$ cat config.mk
export PLATFORM = sky130hd
export DESIGN_NAME = bcd_serial_subtractor
export DESIGN_NICKNAME = d
export VERILOG_FILES = /design/src/rtl/bcd_serial_subtractor_pkg.sv /design/src/rtl/bcd_serial_subtractor_digit_sub.sv /design/src/rtl/bcd_serial_subtractor.sv
export SDC_FILE = /design/constraint.sdc
export NUM_CORES = 1
export LEC_CHECK = 0
export BUFFER_PORTS_ARGS = -buffer_cell sky130_fd_sc_hd__buf_2
export CAP_MARGIN = 20
export CORE_ASPECT_RATIO = 1.5
export CORE_MARGIN = 8
export CORE_UTILIZATION = 28
export CTS_CLUSTER_DIAMETER = 120
export CTS_CLUSTER_SIZE = 40
export DETAILED_ROUTE_END_ITERATION = 8
export PLACE_DENSITY = 0.49
export SLEW_MARGIN = 0
export SYNTH_ARGS = -nofsm -noshare
export SYNTH_HDL_FRONTEND = slang
export SYNTH_SLANG_ARGS = --single-unit
$ cat constraint.sdc
create_clock -name clk -period 9.2 [get_ports clk]
set_input_delay 0 -clock clk [delete_from_list [all_inputs] [get_ports clk]]
set_output_delay 0 -clock clk [all_outputs]
set_load 0.05 [all_outputs]
$ cat src/rtl/bcd_serial_subtractor_pkg.sv
// Shared BCD constants, FSM state encoding and digit helpers for the serial subtractor.
package bcd_serial_subtractor_pkg;

  localparam int BCD_DIGIT_W        = 4;
  localparam int BCD_RADIX          = 10;
  localparam int BCD_DIGITS_DEFAULT = 7;

  typedef enum logic [1:0] {
    ST_IDLE = 2'd0,
    ST_SUB  = 2'd1,
    ST_NEG  = 2'd2,
    ST_DONE = 2'd3
  } state_e;

  function automatic logic is_bad_digit(input logic [BCD_DIGIT_W-1:0] dig);
    return (dig > 4'(BCD_RADIX - 1));
  endfunction

endpackage

$ cat src/rtl/bcd_serial_subtractor_digit_sub.sv
// One BCD digit of subtraction: d = a - b - bin with decimal wrap, bout on underflow.
module bcd_serial_subtractor_digit_sub
  import bcd_serial_subtractor_pkg::*;
(
  input  logic [3:0] a,
  input  logic [3:0] b,
  input  logic       bin,
  output logic [3:0] d,
  output logic       bout
);

  logic [4:0] t_s;

  // Five-bit difference; bit 4 flags a negative digit that needs +10 correction.
  always_comb begin
    t_s  = {1'b0, a} - {1'b0, b} - {4'b0000, bin};
    bout = t_s[4];
    if (t_s[4]) begin
      d = t_s[3:0] + 4'(BCD_RADIX);
    end else begin
      d = t_s[3:0];
    end
  end

endmodule

$ cat src/rtl/bcd_serial_subtractor.sv
// Digit-serial packed-BCD subtractor producing |M1-M2| and sign, LSD first.
module bcd_serial_subtractor
  import bcd_serial_subtractor_pkg::*;
#(
  parameter int DIGITS = BCD_DIGITS_DEFAULT
) (
  input  logic                  clk,
  input  logic                  rst,
  input  logic                  start,
  input  logic [4*DIGITS-1:0]   M1,
  input  logic [4*DIGITS-1:0]   M2,
  output logic [4*DIGITS-1:0]   Mr,
  output logic                  sign,
  output logic                  invalid,
  output logic                  busy,
  output logic                  done
);

  localparam int W     = 4 * DIGITS;
  localparam int IDX_W = $clog2(DIGITS);

  state_e           state_r, state_n_s;
  logic [IDX_W-1:0] idx_r, idx_n_s;
  logic             borrow_r, borrow_n_s;
  logic [W-1:0]     a_r, a_n_s, b_r, b_n_s, work_r, work_n_s;
  logic             inv_r, inv_n_s;
  logic [W-1:0]     mr_r, mr_n_s;
  logic             sign_r, sign_n_s, invalid_r, invalid_n_s;
  logic             busy_r, busy_n_s, done_r, done_n_s;

  logic [W-1:0]     sh_a_s, sh_b_s, sh_w_s, merged_s;
  logic [3:0]       sub_a_s, sub_b_s, sub_d_s;
  logic             sub_bout_s, last_s;

  function automatic logic any_bad(input logic [W-1:0] v);
    logic bad;
    bad = 1'b0;
    for (int i = 0; i < DIGITS; i++) begin
      bad = bad | is_bad_digit(v[4*i +: 4]);
    end
    return bad;
  endfunction

  // In NEG the same digit cell computes 0 - r_i - borrow, i.e. the ten's complement.
  always_comb begin
    sh_a_s   = a_r >> {idx_r, 2'b00};
    sh_b_s   = b_r >> {idx_r, 2'b00};
    sh_w_s   = work_r >> {idx_r, 2'b00};
    sub_a_s  = (state_r == ST_NEG) ? 4'd0 : sh_a_s[3:0];
    sub_b_s  = (state_r == ST_NEG) ? sh_w_s[3:0] : sh_b_s[3:0];
    merged_s = (work_r & ~(W'(4'hF) << {idx_r, 2'b00})) | (W'(sub_d_s) << {idx_r, 2'b00});
    last_s   = (idx_r == IDX_W'(DIGITS - 1));
  end

  bcd_serial_subtractor_digit_sub u_digit_sub (
    .a    (sub_a_s),
    .b    (sub_b_s),
    .bin  (borrow_r),
    .d    (sub_d_s),
    .bout (sub_bout_s)
  );

  // Next-state and next-register logic for the IDLE/SUB/NEG/DONE sequencer.
  always_comb begin
    state_n_s   = state_r;
    idx_n_s     = idx_r;
    borrow_n_s  = borrow_r;
    a_n_s       = a_r;
    b_n_s       = b_r;
    work_n_s    = work_r;
    inv_n_s     = inv_r;
    mr_n_s      = mr_r;
    sign_n_s    = sign_r;
    invalid_n_s = invalid_r;
    busy_n_s    = busy_r;
    done_n_s    = 1'b0;
    case (state_r)
      ST_IDLE: begin
        if (start) begin
          a_n_s      = M1;
          b_n_s      = M2;
          idx_n_s    = '0;
          borrow_n_s = 1'b0;
          inv_n_s    = any_bad(M1) | any_bad(M2);
          busy_n_s   = 1'b1;
          state_n_s  = ST_SUB;
        end else begin
          busy_n_s   = 1'b0;
        end
      end
      ST_SUB: begin
        if (inv_r) begin
          mr_n_s      = '0;
          sign_n_s    = 1'b0;
          invalid_n_s = 1'b1;
          done_n_s    = 1'b1;
          state_n_s   = ST_DONE;
        end else begin
          work_n_s   = merged_s;
          borrow_n_s = sub_bout_s;
          idx_n_s    = idx_r + IDX_W'(1);
          if (last_s) begin
            idx_n_s = '0;
            if (sub_bout_s) begin
              borrow_n_s = 1'b0;
              state_n_s  = ST_NEG;
            end else begin
              mr_n_s      = merged_s;
              sign_n_s    = 1'b0;
              invalid_n_s = 1'b0;
              done_n_s    = 1'b1;
              state_n_s   = ST_DONE;
            end
          end else begin
            state_n_s = ST_SUB;
          end
        end
      end
      ST_NEG: begin
        work_n_s   = merged_s;
        borrow_n_s = sub_bout_s;
        idx_n_s    = idx_r + IDX_W'(1);
        if (last_s) begin
          idx_n_s     = '0;
          mr_n_s      = merged_s;
          sign_n_s    = 1'b1;
          invalid_n_s = 1'b0;
          done_n_s    = 1'b1;
          state_n_s   = ST_DONE;
        end else begin
          state_n_s = ST_NEG;
        end
      end
      ST_DONE: begin
        busy_n_s  = 1'b0;
        state_n_s = ST_IDLE;
      end
      default: begin
        busy_n_s  = 1'b0;
        state_n_s = ST_IDLE;
      end
    endcase
  end

  // State and datapath registers with synchronous reset.
  always_ff @(posedge clk) begin
    if (rst) begin
      state_r   <= ST_IDLE;
      idx_r     <= '0;
      borrow_r  <= 1'b0;
      a_r       <= '0;
      b_r       <= '0;
      work_r    <= '0;
      inv_r     <= 1'b0;
      mr_r      <= '0;
      sign_r    <= 1'b0;
      invalid_r <= 1'b0;
      busy_r    <= 1'b0;
      done_r    <= 1'b0;
    end else begin
      state_r   <= state_n_s;
      idx_r     <= idx_n_s;
      borrow_r  <= borrow_n_s;
      a_r       <= a_n_s;
      b_r       <= b_n_s;
      work_r    <= work_n_s;
      inv_r     <= inv_n_s;
      mr_r      <= mr_n_s;
      sign_r    <= sign_n_s;
      invalid_r <= invalid_n_s;
      busy_r    <= busy_n_s;
      done_r    <= done_n_s;
    end
  end

  assign Mr      = mr_r;
  assign sign    = sign_r;
  assign invalid = invalid_r;
  assign busy    = busy_r;
  assign done    = done_r;

endmodule

==> results of run 1 <==
## flip-flops by register name (all words and copies together) (netlist names), named ones only
register  count
Mr           28
a_r          28
b_r          28
work_r       28
idx_r         3
borrow_r      1
busy          1
done          1
inv_r         1
invalid       1
sign          1
state_r       1
## layer usage
layer	track usage [%]	share of wire (%)
met1	15.60	43
met2	23.84	51
met3	2.930	3.0
met4	6.263	3.1
met5	0	0
## cell type report
type	instances	area, µm²	share of cell area, %
inverters	8	32.53	0.4284
clock buffers	21	450.4	5.932
well taps	268	335.3	4.416
repair buffers	154	1071	14.10
flip-flops and latches	123	2462	32.43
multi-input cells	495	3144	41.41
clock inverters	11	97.59	1.285
## per-stage QoR
stage	area [µm²]	std cells	utilization (%)	hold WS [ns]	setup WS, ns
after detailed placement	6485	992	31.03	0.2475	4.747
final	7594	1080	36.33	0.02598	4.778
after floorplan	5907	680	-	0.1360	5.382
after CTS	7594	1080	36.33	0.01445	4.738
after global routing	7594	1080	36.33	0.02163	4.409
after global placement	6485	992	31.03	0.2451	4.741
## synth_stat cells (2+ instances only)
cell type and n:
and2b_1 3, inv_1 7, nor3_1 11, mux4_2 15, nand2_1 145, buf_2 11
o2bb2ai_1 22, nor2_1 39, clkbuf_1 33, fa_1 2, buf_6 4, and2_1 6
a21oi_1 88, a22oi_1 2, a211oi_1 3, mux2i_1 42, nand2b_1 14, or2_2 2
o21ai_2 2, nor2b_1 5, o211ai_1 2, nor3b_1 5, nand4_1 3, nand3b_1 5
mux2_2 2, xnor2_2 2, dfxtp_1 123, ha_1 10, o21ai_0 27, buf_4 6
nor3_2 2, a22o_1 5, nand3_1 9, a32oi_1 4
## cell families (layout without fill, tap and decap cells)
family / count (synthesis) / after routing
compound gates: 166 / 166
xor+xnor: 3 / 3
fa+ha+maj: 12 / 12
buf+inv: 62 / 194
flops: 123 / 123
mux: 59 / 59
simple gates: 255 / 255
## worst min path at each step
stage	slack [ns]	endpoint	startpoint	depth (start not counted)
5_1_grt	0.02	busy	start	4
2_1_floorplan	0.14	b_r[20]	M2[20]	2
4_1_cts	0.01	busy	start	4
3_5_place_dp	0.25	a_r[12]	M1[12]	3
6_report	0.03	busy	start	4
3_3_place_gp	0.25	a_r[24]	M1[24]	3
## what timing repair did
item,4_1_cts,5_1_grt
setup endpoints to repair,0,0
resized for setup,0,0
hold buffers,56,0
hold endpoints to repair,56,0
buffers inserted,0,0
## where the power goes
| part | switching, µW | internal, µW |
|---|---|---|
| sequential | 18.3 | 559 |
| clock | 246 | 377 |
| combinational | 183 | 118 |
| total | 447 | 1050 |
## worst register-to-register path: stages (launching register included)
cell and delay, ns:
dfxtp_1 0.30, buf_4 0.40, mux4_2 0.57, mux2i_1 0.16, nor2_1 0.08, fa_1 0.43, fa_1 0.50, nand2b_1 0.19
a211oi_2 0.34, o21ai_1 0.12, a21oi_2 0.19, o21ba_1 0.82, a22o_1 0.28
==> metrics.cfg, run 1 <==
[worst_setup_path]
cp_top_family = compound AO/OA/AOI/OAI gates
r2r-end = Mr[13]
worst-path-max-fanout = 36
cp.arrival_ns = 4.77
worstSetupPathType = reg -> reg
cp.required_ns = 9.55
cp-endpoint = Mr[13]
worstReg2RegStart = idx_r[0]
crit_chain = buf_4 -> mux4_2 -> mux2i_1 -> nor2_1 -> fa_1 -> fa_1 -> nand2b_1 -> a211oi_2 -> o21ai_1 -> a21oi_2 -> o21ba_1 -> a22o_1
cp_slowest_cell = o21ba_1
endpoint_kind = flop
path_buf_inv = 1
slowest_delay_ns = 0.82
crit_top_cell = fa_1
rrSetupSlack_ns = 4.78
rr_worst_depth = 12
cp_num_cells = 12
startpoint = idx_r[0]
cp-start-kind = flop

[sta]
setup_viol = 0
finClkSkew_ns = 0.009910
relSlewSlack_pct = 31.90
fin_setup_tns_ns = 0
grt_setup_unrepaired = false
hold_viol_final = 0
fin_crit_ns = 4.422
period_share_pct = 48.06
worst_slew_pin_slew_ns = 1.022
max_freq_mhz = 226.2
final_max_slew_viol_count = 0

[floorplanning]
rows = 65
num_io_pins = 91
dieArea_um2 = 26100
start_util_pct = 28.26
fp.dieW_um = 134.6
placeableCoreArea_um2 = 20900
fp.dieH_um = 193.9

[clock_tree]
cts_buffers = 17
htreeDepth = 4
cts_tree = done
clk_pin_slew_ns = 0.06
clockRootBuffer = clkbuf_16
clk-insertion-delay-late_ns = 0.41
clkSinkCount = 123
clk_path_buf_depth = 2

[place]
portBuffers = 90
globalplace.congestion = 0.8156
dpl.hpwl_mm = 12.53

[synthesis]
synth_edf_count = 0
synth_fa_ha_area_share_pct = 2.796
synthXorXnorAreaFrac_pct = 0.6990
syn_avg_cell_area_um2 = 8.687
ys_warn_count = 0
synth_cell_types = 53
synth_compound_area_share_pct = 17.16
synth_area_leader_cell = dfxtp_1
synthTopCellsByArea = dfxtp_1, nand2_1, a21oi_1
yosys.area_share.simple_pct = 19.34
synth_top_area_share_pct = 41.69
yosysSeqAreaShare_pct = 41.69
synth_top_family_by_area = simple AND/OR/NAND/NOR gates
synth_mux_area_share_pct = 13.22
syn_inst = 680
syn_nets = 751
ys_async_sr_fraction_pct = 0
ys_ff_latch = 123
ys.flop_type = dfxtp_1
syn_area_um2 = 5907

[global_routing]
track_usage_pct = 13.72
grt_antenna_before_repair = 0
grt_max_degree = 74
grt_pass1_vias = 5249
grt_pass1_wl_mm = 28.32
overflow = 0

[route]
drc = 0
wl_per_cell_um = 16.25
vias = 5193
drt_iter0_markers = 324
dr.pass1.iters = 4
antenna_left = 0
drt_wl_total_mm = 17.55
avgViaCountPerCell = 4.808

[layout]
fill_cells = 2137
nNetsFinal = 870
mostFrequentLayoutCells = nand2_1, dfxtp_1, buf_2, a21oi_1, dlygate4sd3_1
drive_gt1_share_pct = 19.46
final_common_cell = nand2_1
area.growth.synth_to_final_pct = 28.55
antenna_cells = 0

[power_and_ir_drop]
p_per_area_nw_per_um2 = 197.5
finalPower_uw = 1500
p_leak_uw = 0.002888
vdd_ir_drop_max_mv = 0.1041

[job]
max_cap_viol_count = 0

[min_path]
hp-class = in -> reg

[outcome]
outcome = finished clean

Power figures use the tool's default switching activity.
==> run 2: changes to the inputs <==
==> constraint.sdc (replaced) <==
create_clock -name clk -period 4.08 [get_ports clk]
set_input_delay 0 -clock clk [delete_from_list [all_inputs] [get_ports clk]]
set_output_delay 0 -clock clk [all_outputs]
set_load 0.05 [all_outputs]
==> run 2 against run 1 <==
Effect of this change: sequential power grew 130%; via count up 0.54%; utilization is 1.1 points higher; largest cell class unchanged; combinational power up 140%; count of clock-buffer cells in the layout decreased by 2; sequential cell count is the same; sequential share of layout area decreased by 0.90 points; final cell count is 1.5% higher.
==> metrics.cfg, run 2 (same netlist as run 1, synthesis figures left out) <==
[outcome]
outcome = finished clean

[route]
vias = 5221  ; +0.54%
drt_iter0_markers = 294  ; -9.3%
drt_wl_total_mm = 17.94  ; +2.2%
drc = 0  ; unchanged
avgViaCountPerCell = 4.764  ; -0.93%
wl_per_cell_um = 16.37  ; +0.71%
antenna_left = 0  ; unchanged
dr.pass1.iters = 4  ; unchanged

[place]
post-place-cells = 1009  ; +1.7%
portBuffers = 90  ; unchanged
pre_cts_slack_ns = 0.2368  ; -4.510 ns
dpl.hpwl_mm = 13.38  ; +6.8%
globalplace.congestion = 0.8302  ; +1.8%
placed_area_um2 = 6638  ; +2.4%

[clock_tree]
cts_tree = done
clk_pin_slew_ns = 0.05  ; about the same
htreeDepth = 4  ; unchanged
clockRootBuffer = clkbuf_16
clk-insertion-delay-late_ns = 0.42  ; about the same
clkSinkCount = 123  ; unchanged
clk_path_buf_depth = 2  ; unchanged
cts_buffers = 17  ; unchanged

[floorplanning]
placeableCoreArea_um2 = 20900  ; unchanged
fp.dieH_um = 193.9  ; unchanged
num_io_pins = 91  ; unchanged
dieArea_um2 = 26100  ; unchanged
rows = 65  ; unchanged
fp.dieW_um = 134.6  ; unchanged
start_util_pct = 28.26  ; unchanged

[worst_setup_path]
cp.arrival_ns = 4.13  ; -0.64 ns
cp-start-kind = flop
rrSetupSlack_ns = 0.30  ; -4.48 ns
worstSetupPathType = reg -> reg
r2r-end = Mr[6]
worst-path-max-fanout = 12  ; -67%
rr_worst_depth = 14  ; +2
endpoint_kind = flop
cp.required_ns = 4.43  ; -5.12 ns
worstReg2RegStart = idx_r[1]

[layout]
seqCellArea_um2 = 2464  ; about the same
drive_gt1_share_pct = 21.38  ; +1.9 points
fill_cells = 2139  ; +0.094%
multi_input_area_um2 = 3144  ; unchanged
final_cells = 1096  ; +1.5%
mostFrequentLayoutCells = nand2_1, dfxtp_1, buf_2, a21oi_1, dlygate4sd3_1
fin_area_um2 = 7815  ; +2.9%
antenna_cells = 0  ; unchanged
final_common_cell = nand2_1
nNetsFinal = 887  ; +2.0%
area.growth.synth_to_final_pct = 32.30

[global_routing]
grt_pass1_wl_mm = 28.80  ; +1.7%
grt_pass1_vias = 5381  ; +2.5%
grt_max_degree = 61  ; -18%
grt_antenna_before_repair = 0  ; unchanged
track_usage_pct = 14.18  ; +0.46 points
overflow = 0  ; unchanged

[power_and_ir_drop]
p_per_area_nw_per_um2 = 460.3  ; +130%
clkPwrFrac_pct = 43.8  ; +2.3 points
p_comb_share_pct = 20.0  ; about the same
p_sw_share_pct = 27.93  ; -1.8 points
vdd_ir_drop_max_mv = 0.2785  ; +170%
p_int_uw = 2592  ; +150%
p_seq_share_pct = 36.2  ; -2.3 points
switchingPower_uw = 1004  ; +120%
p_leak_uw = 0.003015  ; +4.4%

[min_path]
hp-start = start
worstHoldPathCells = 4  ; unchanged
hp-class = in -> reg
min_to = busy

[sta]
final_max_slew_viol_count = 0  ; unchanged
period_share_pct = 92.69  ; +45 points
relSlewSlack_pct = 37.41  ; +5.5 points
max_freq_mhz = 264.4  ; +17%
setup_slack_ns = 0.2981  ; -4.480 ns
setup_viol = 0  ; unchanged
hold_viol_final = 0  ; unchanged
fin_crit_ns = 3.782  ; -0.6397 ns
worst_slew_pin_slew_ns = 0.9242  ; -0.09736 ns
worst_hold_slack_ns = 0.02288  ; -0.003098 ns
finClkSkew_ns = 0.007720  ; -0.002190 ns
grt_setup_unrepaired = false
fin_setup_tns_ns = 0  ; unchanged

[job]
max_cap_viol_count = 0  ; unchanged

-- run 2: cell types whose count changed in the layout (fill, tap and decap cells not counted) --
cell | previous run | this run
clkinvlp_4 | 4 | 5
clkbuf_1 | 3 | 1
clkinv_4 | 2 | 0
buf_12 | 0 | 2
buf_4 | 8 | 23
dfxtp_1 | 123 | 122
clkinv_2 | 4 | 3
dfxtp_2 | 0 | 1
bufinv_16 | 1 | 4
-- run 2: worst max path at each step --
stage | from | end | cells past startpoint
floorplan | state_r[0] | Mr[18] | 19
global placement | idx_r[0] | Mr[18] | 13
detailed placement | idx_r[0] | Mr[18] | 14
CTS | idx_r[0] | Mr[18] | 14
global route | idx_r[1] | Mr[6] | 16
finish | idx_r[1] | Mr[6] | 14
-- run 2: area by class of cell --
class / count / share of cell area (%)
Clock buffer: 19 / 5.668
Clock inverter: 12 / 2.209
Inverter: 8 / 0.4163
Multi-Input combinational cell: 495 / 40.23
Sequential cell: 123 / 31.52
Tap cell: 268 / 4.291
Timing Repair Buffer: 171 / 15.66
-- run 2: power groups by stage --
stage / clock network, µW / logic [µW] / registers (µW)
global placement: 0 / 681 / 1330
floorplan: 0 / 471 / 1310
global route: 1670 / 790 / 1310
detailed placement: 0 / 680 / 1330
finish: 1580 / 720 / 1300
CTS: 1610 / 723 / 1300
-- run 2: what timing repair did --
action / in CTS / in global routing
hold buffers: 56 / 0
setup endpoints to repair: 0 / 5
buffers inserted: 0 / 0
hold endpoints to repair: 56 / 0
gates resized for setup: 0 / 1
-- run 2: worst max-delay path, stage by stage, from the launching register on --
cell and delay [ns]:
dfxtp_1 0.55, buf_4 0.25, mux4_2 0.32, mux2_2 0.28, a32oi_1 0.20, fa_1 0.27, fa_1 0.50, ha_1 0.37
nand2b_1 0.07, a21oi_1 0.12, a21oi_1 0.05, o221ai_1 0.23, buf_4 0.26, mux2i_1 0.10, o2bb2ai_1 0.16
-- run 2: stage by stage --
stage	util, %	total power, µW
2_1_floorplan	-	1786
3_3_place_gp	31.76	2008
3_5_place_dp	31.76	2008
4_1_cts	37.38	3633
5_1_grt	37.39	3768
6_report	37.39	3597
-- run 2: metal layers --
layer / global-route usage (%) / vias up / part of all wire, %
li1: - / 2641 / -
met1: 15.73 / 2437 / 41
met2: 24.10 / 112 / 51
met3: 3.605 / 31 / 3.7
met4: 7.766 / 0 / 3.6
met5: 0 / - / 0
==> run 3: changes to the inputs <==
--- a/config.mk
+++ b/config.mk
@@ -7,7 +7,6 @@
 export LEC_CHECK = 0
 export BUFFER_PORTS_ARGS = -buffer_cell sky130_fd_sc_hd__buf_2
 export CAP_MARGIN = 20
-export CORE_ASPECT_RATIO = 1.5
 export CORE_MARGIN = 8
 export CORE_UTILIZATION = 28
 export CTS_CLUSTER_DIAMETER = 120
==> run 3 against run 2 <==
Effect of this change: global-route usage fell by 0.36 points; routed wire length fell by 1.2%; sequential power barely moved; utilization barely moved; worst hold slack improved by 0.022 ns; largest cell class unchanged; highest routed layer unchanged.
==> metrics.cfg, run 3 (same netlist as run 1, synthesis figures left out) <==
[worst_setup_path]
path_buf_inv = 3  ; +1
cp_slowest_cell = fa_1
cp.arrival_ns = 4.10  ; -0.03 ns
cp-start-kind = flop
worst-path-max-fanout = 8  ; -4
crit_chain = inv_1 -> ha_1 -> buf_4 -> mux2i_1 -> nand2_1 -> a32oi_1 -> fa_1 -> fa_1 -> xor2_1 -> ha_1 -> nor2_1 -> mux2i_1 -> o211ai_1 -> xnor2_2 -> buf_4 -> a32oi_1 -> nor2_1
worstSetupPathType = reg -> reg
cp_top_family = adder cells
endpoint_kind = flop
rrSetupSlack_ns = 0.27  ; -0.03 ns
slowest_delay_ns = 0.50  ; -0.05 ns
cp.required_ns = 4.37  ; -0.06 ns

[power_and_ir_drop]
switchingPower_uw = 1037  ; +3.2%
vdd_ir_drop_max_mv = 0.2594  ; -6.9%
clkPwrFrac_pct = 43.1  ; -0.7 points
p_seq_share_pct = 36.5  ; +0.3 points
p_comb_share_pct = 20.4  ; +0.4 points
p_leak_uw = 0.003006  ; -0.29%
p_per_area_nw_per_um2 = 456.5  ; -0.82%
p_sw_share_pct = 29.08  ; +1.2 points
p_int_uw = 2529  ; -2.4%

[clock_tree]
cts_setup_buffers = 0  ; unchanged
htreeDepth = 4  ; unchanged
clk_path_buf_depth = 2  ; unchanged
clk-insertion-delay-late_ns = 0.42  ; about the same
cts_tree = done
cts_buffers = 17  ; unchanged
clk_pin_slew_ns = 0.06  ; about the same
clkSinkCount = 123  ; unchanged
clockRootBuffer = clkbuf_16

[global_routing]
grt_pass1_vias = 5362  ; -0.35%
grt_max_degree = 61  ; unchanged
track_usage_pct = 13.82  ; -0.36 points
grt_pass1_wl_mm = 28.67  ; -0.45%
overflow = 0  ; unchanged
grt_antenna_before_repair = 0  ; unchanged

[sta]
fin_setup_tns_ns = 0  ; unchanged
worst_slew_pin_slew_ns = 0.7524  ; -0.1718 ns
worst_hold_slack_ns = 0.04532  ; +0.02244 ns
max_freq_mhz = 262.6  ; -0.69%
hold_viol_final = 0  ; unchanged
relSlewSlack_pct = 49.73  ; +12 points
grt_setup_unrepaired = false
final_max_slew_viol_count = 0  ; unchanged
finClkSkew_ns = 0.008918  ; +0.001198 ns
fin_crit_ns = 3.808  ; +0.02617 ns
period_share_pct = 93.34  ; +0.64 points
setup_viol = 0  ; unchanged

[floorplanning]
rows = 53  ; -18%
placeableCoreArea_um2 = 20890  ; about the same
fp.dieW_um = 161.2  ; +20%
num_io_pins = 91  ; unchanged
start_util_pct = 28.28  ; about the same
fp.dieH_um = 161.2  ; -17%
dieArea_um2 = 26000  ; -0.37%

[layout]
nNetsFinal = 885  ; -0.23%
drive_gt1_share_pct = 21.16  ; -0.22 points
antenna_cells = 0  ; unchanged
area.growth.synth_to_final_pct = 32.26  ; about the same
mostFrequentLayoutCells = nand2_1, dfxtp_1, buf_2, a21oi_1, dlygate4sd3_1
final_cells = 1102  ; +0.55%
final_common_cell = nand2_1

[route]
antenna_left = 0  ; unchanged
drt_iter0_markers = 298  ; +1.4%
drc = 0  ; unchanged
avgViaCountPerCell = 4.765  ; about the same
dr.pass1.iters = 5  ; +1
drt_wl_total_mm = 17.72  ; -1.2%
wl_per_cell_um = 16.08  ; -1.8%
vias = 5251  ; +0.57%

[outcome]
outcome = finished clean

[place]
globalplace.congestion = 0.8294  ; about the same
dpl.hpwl_mm = 12.70  ; -5.0%
portBuffers = 90  ; unchanged
post-place-cells = 1014  ; +0.50%

[min_path]
hp-class = in -> reg

[job]
max_cap_viol_count = 0  ; unchanged

## run 3: final timing paths
| path | from | end | cells after the start |
|---|---|---|---|
| worst max-delay path | state_r[0] | work_r[15] | 17 |
| worst min-delay path | start | busy | 4 |
| worst min register to register | a_r[15] | a_r[15] | 2 |
| worst max register to register | state_r[0] | work_r[15] | 17 |
## run 3: routing by layer
metal	part of all wire (%)	vias to the layer above	GRT usage [%]
li1	-	2651	-
met1	49	2457	18.53
met2	45	120	20.97
met3	4.5	23	3.716
met4	1.6	0	4.924
met5	0	-	0
## run 3: area by class of cell
type / count / area, µm²
Fill cell: 2104 / 13080
Tap cell: 275 / 344.1
Clock inverter: 13 / 168.9
Clock buffer: 19 / 432.9
Inverter: 8 / 32.53
Timing Repair Buffer: 169 / 1221
Sequential cell: 123 / 2462
Multi-Input combinational cell: 495 / 3151
## run 3: what timing repair did
action,4_1_cts,5_1_grt
setup endpoints to repair,0,4
hold buffers,56,0
resized for setup,0,1
endpoints found under the hold margin,56,0
## run 3: per-stage QoR
stage               worst slack, ns  instance area [µm²]  total power [µW]  utilization [%]
global route                0.03889                 7812              3737            37.40
detailed placement           0.2134                 6644              2008            31.81
floorplan                    0.2618                 5907              1786                -
CTS                          0.1827                 7806              3598            37.37
global placement             0.2198                 6644              2010            31.81
finish                       0.2719                 7812              3566            37.40
## run 3: worst min-delay path: stages
cell and delay [ns]:
buf_2 0.13, nor3b_1 0.14, a21oi_1 0.11, nor2_1 0.04
## run 3: power by group through the flow
stage	logic, µW	registers, µW	clock network (µW)
after global placement	683	1330	0
after floorplan	471	1310	0
after CTS	724	1300	1570
final	728	1300	1540
after global routing	806	1310	1620
after detailed placement	680	1330	0
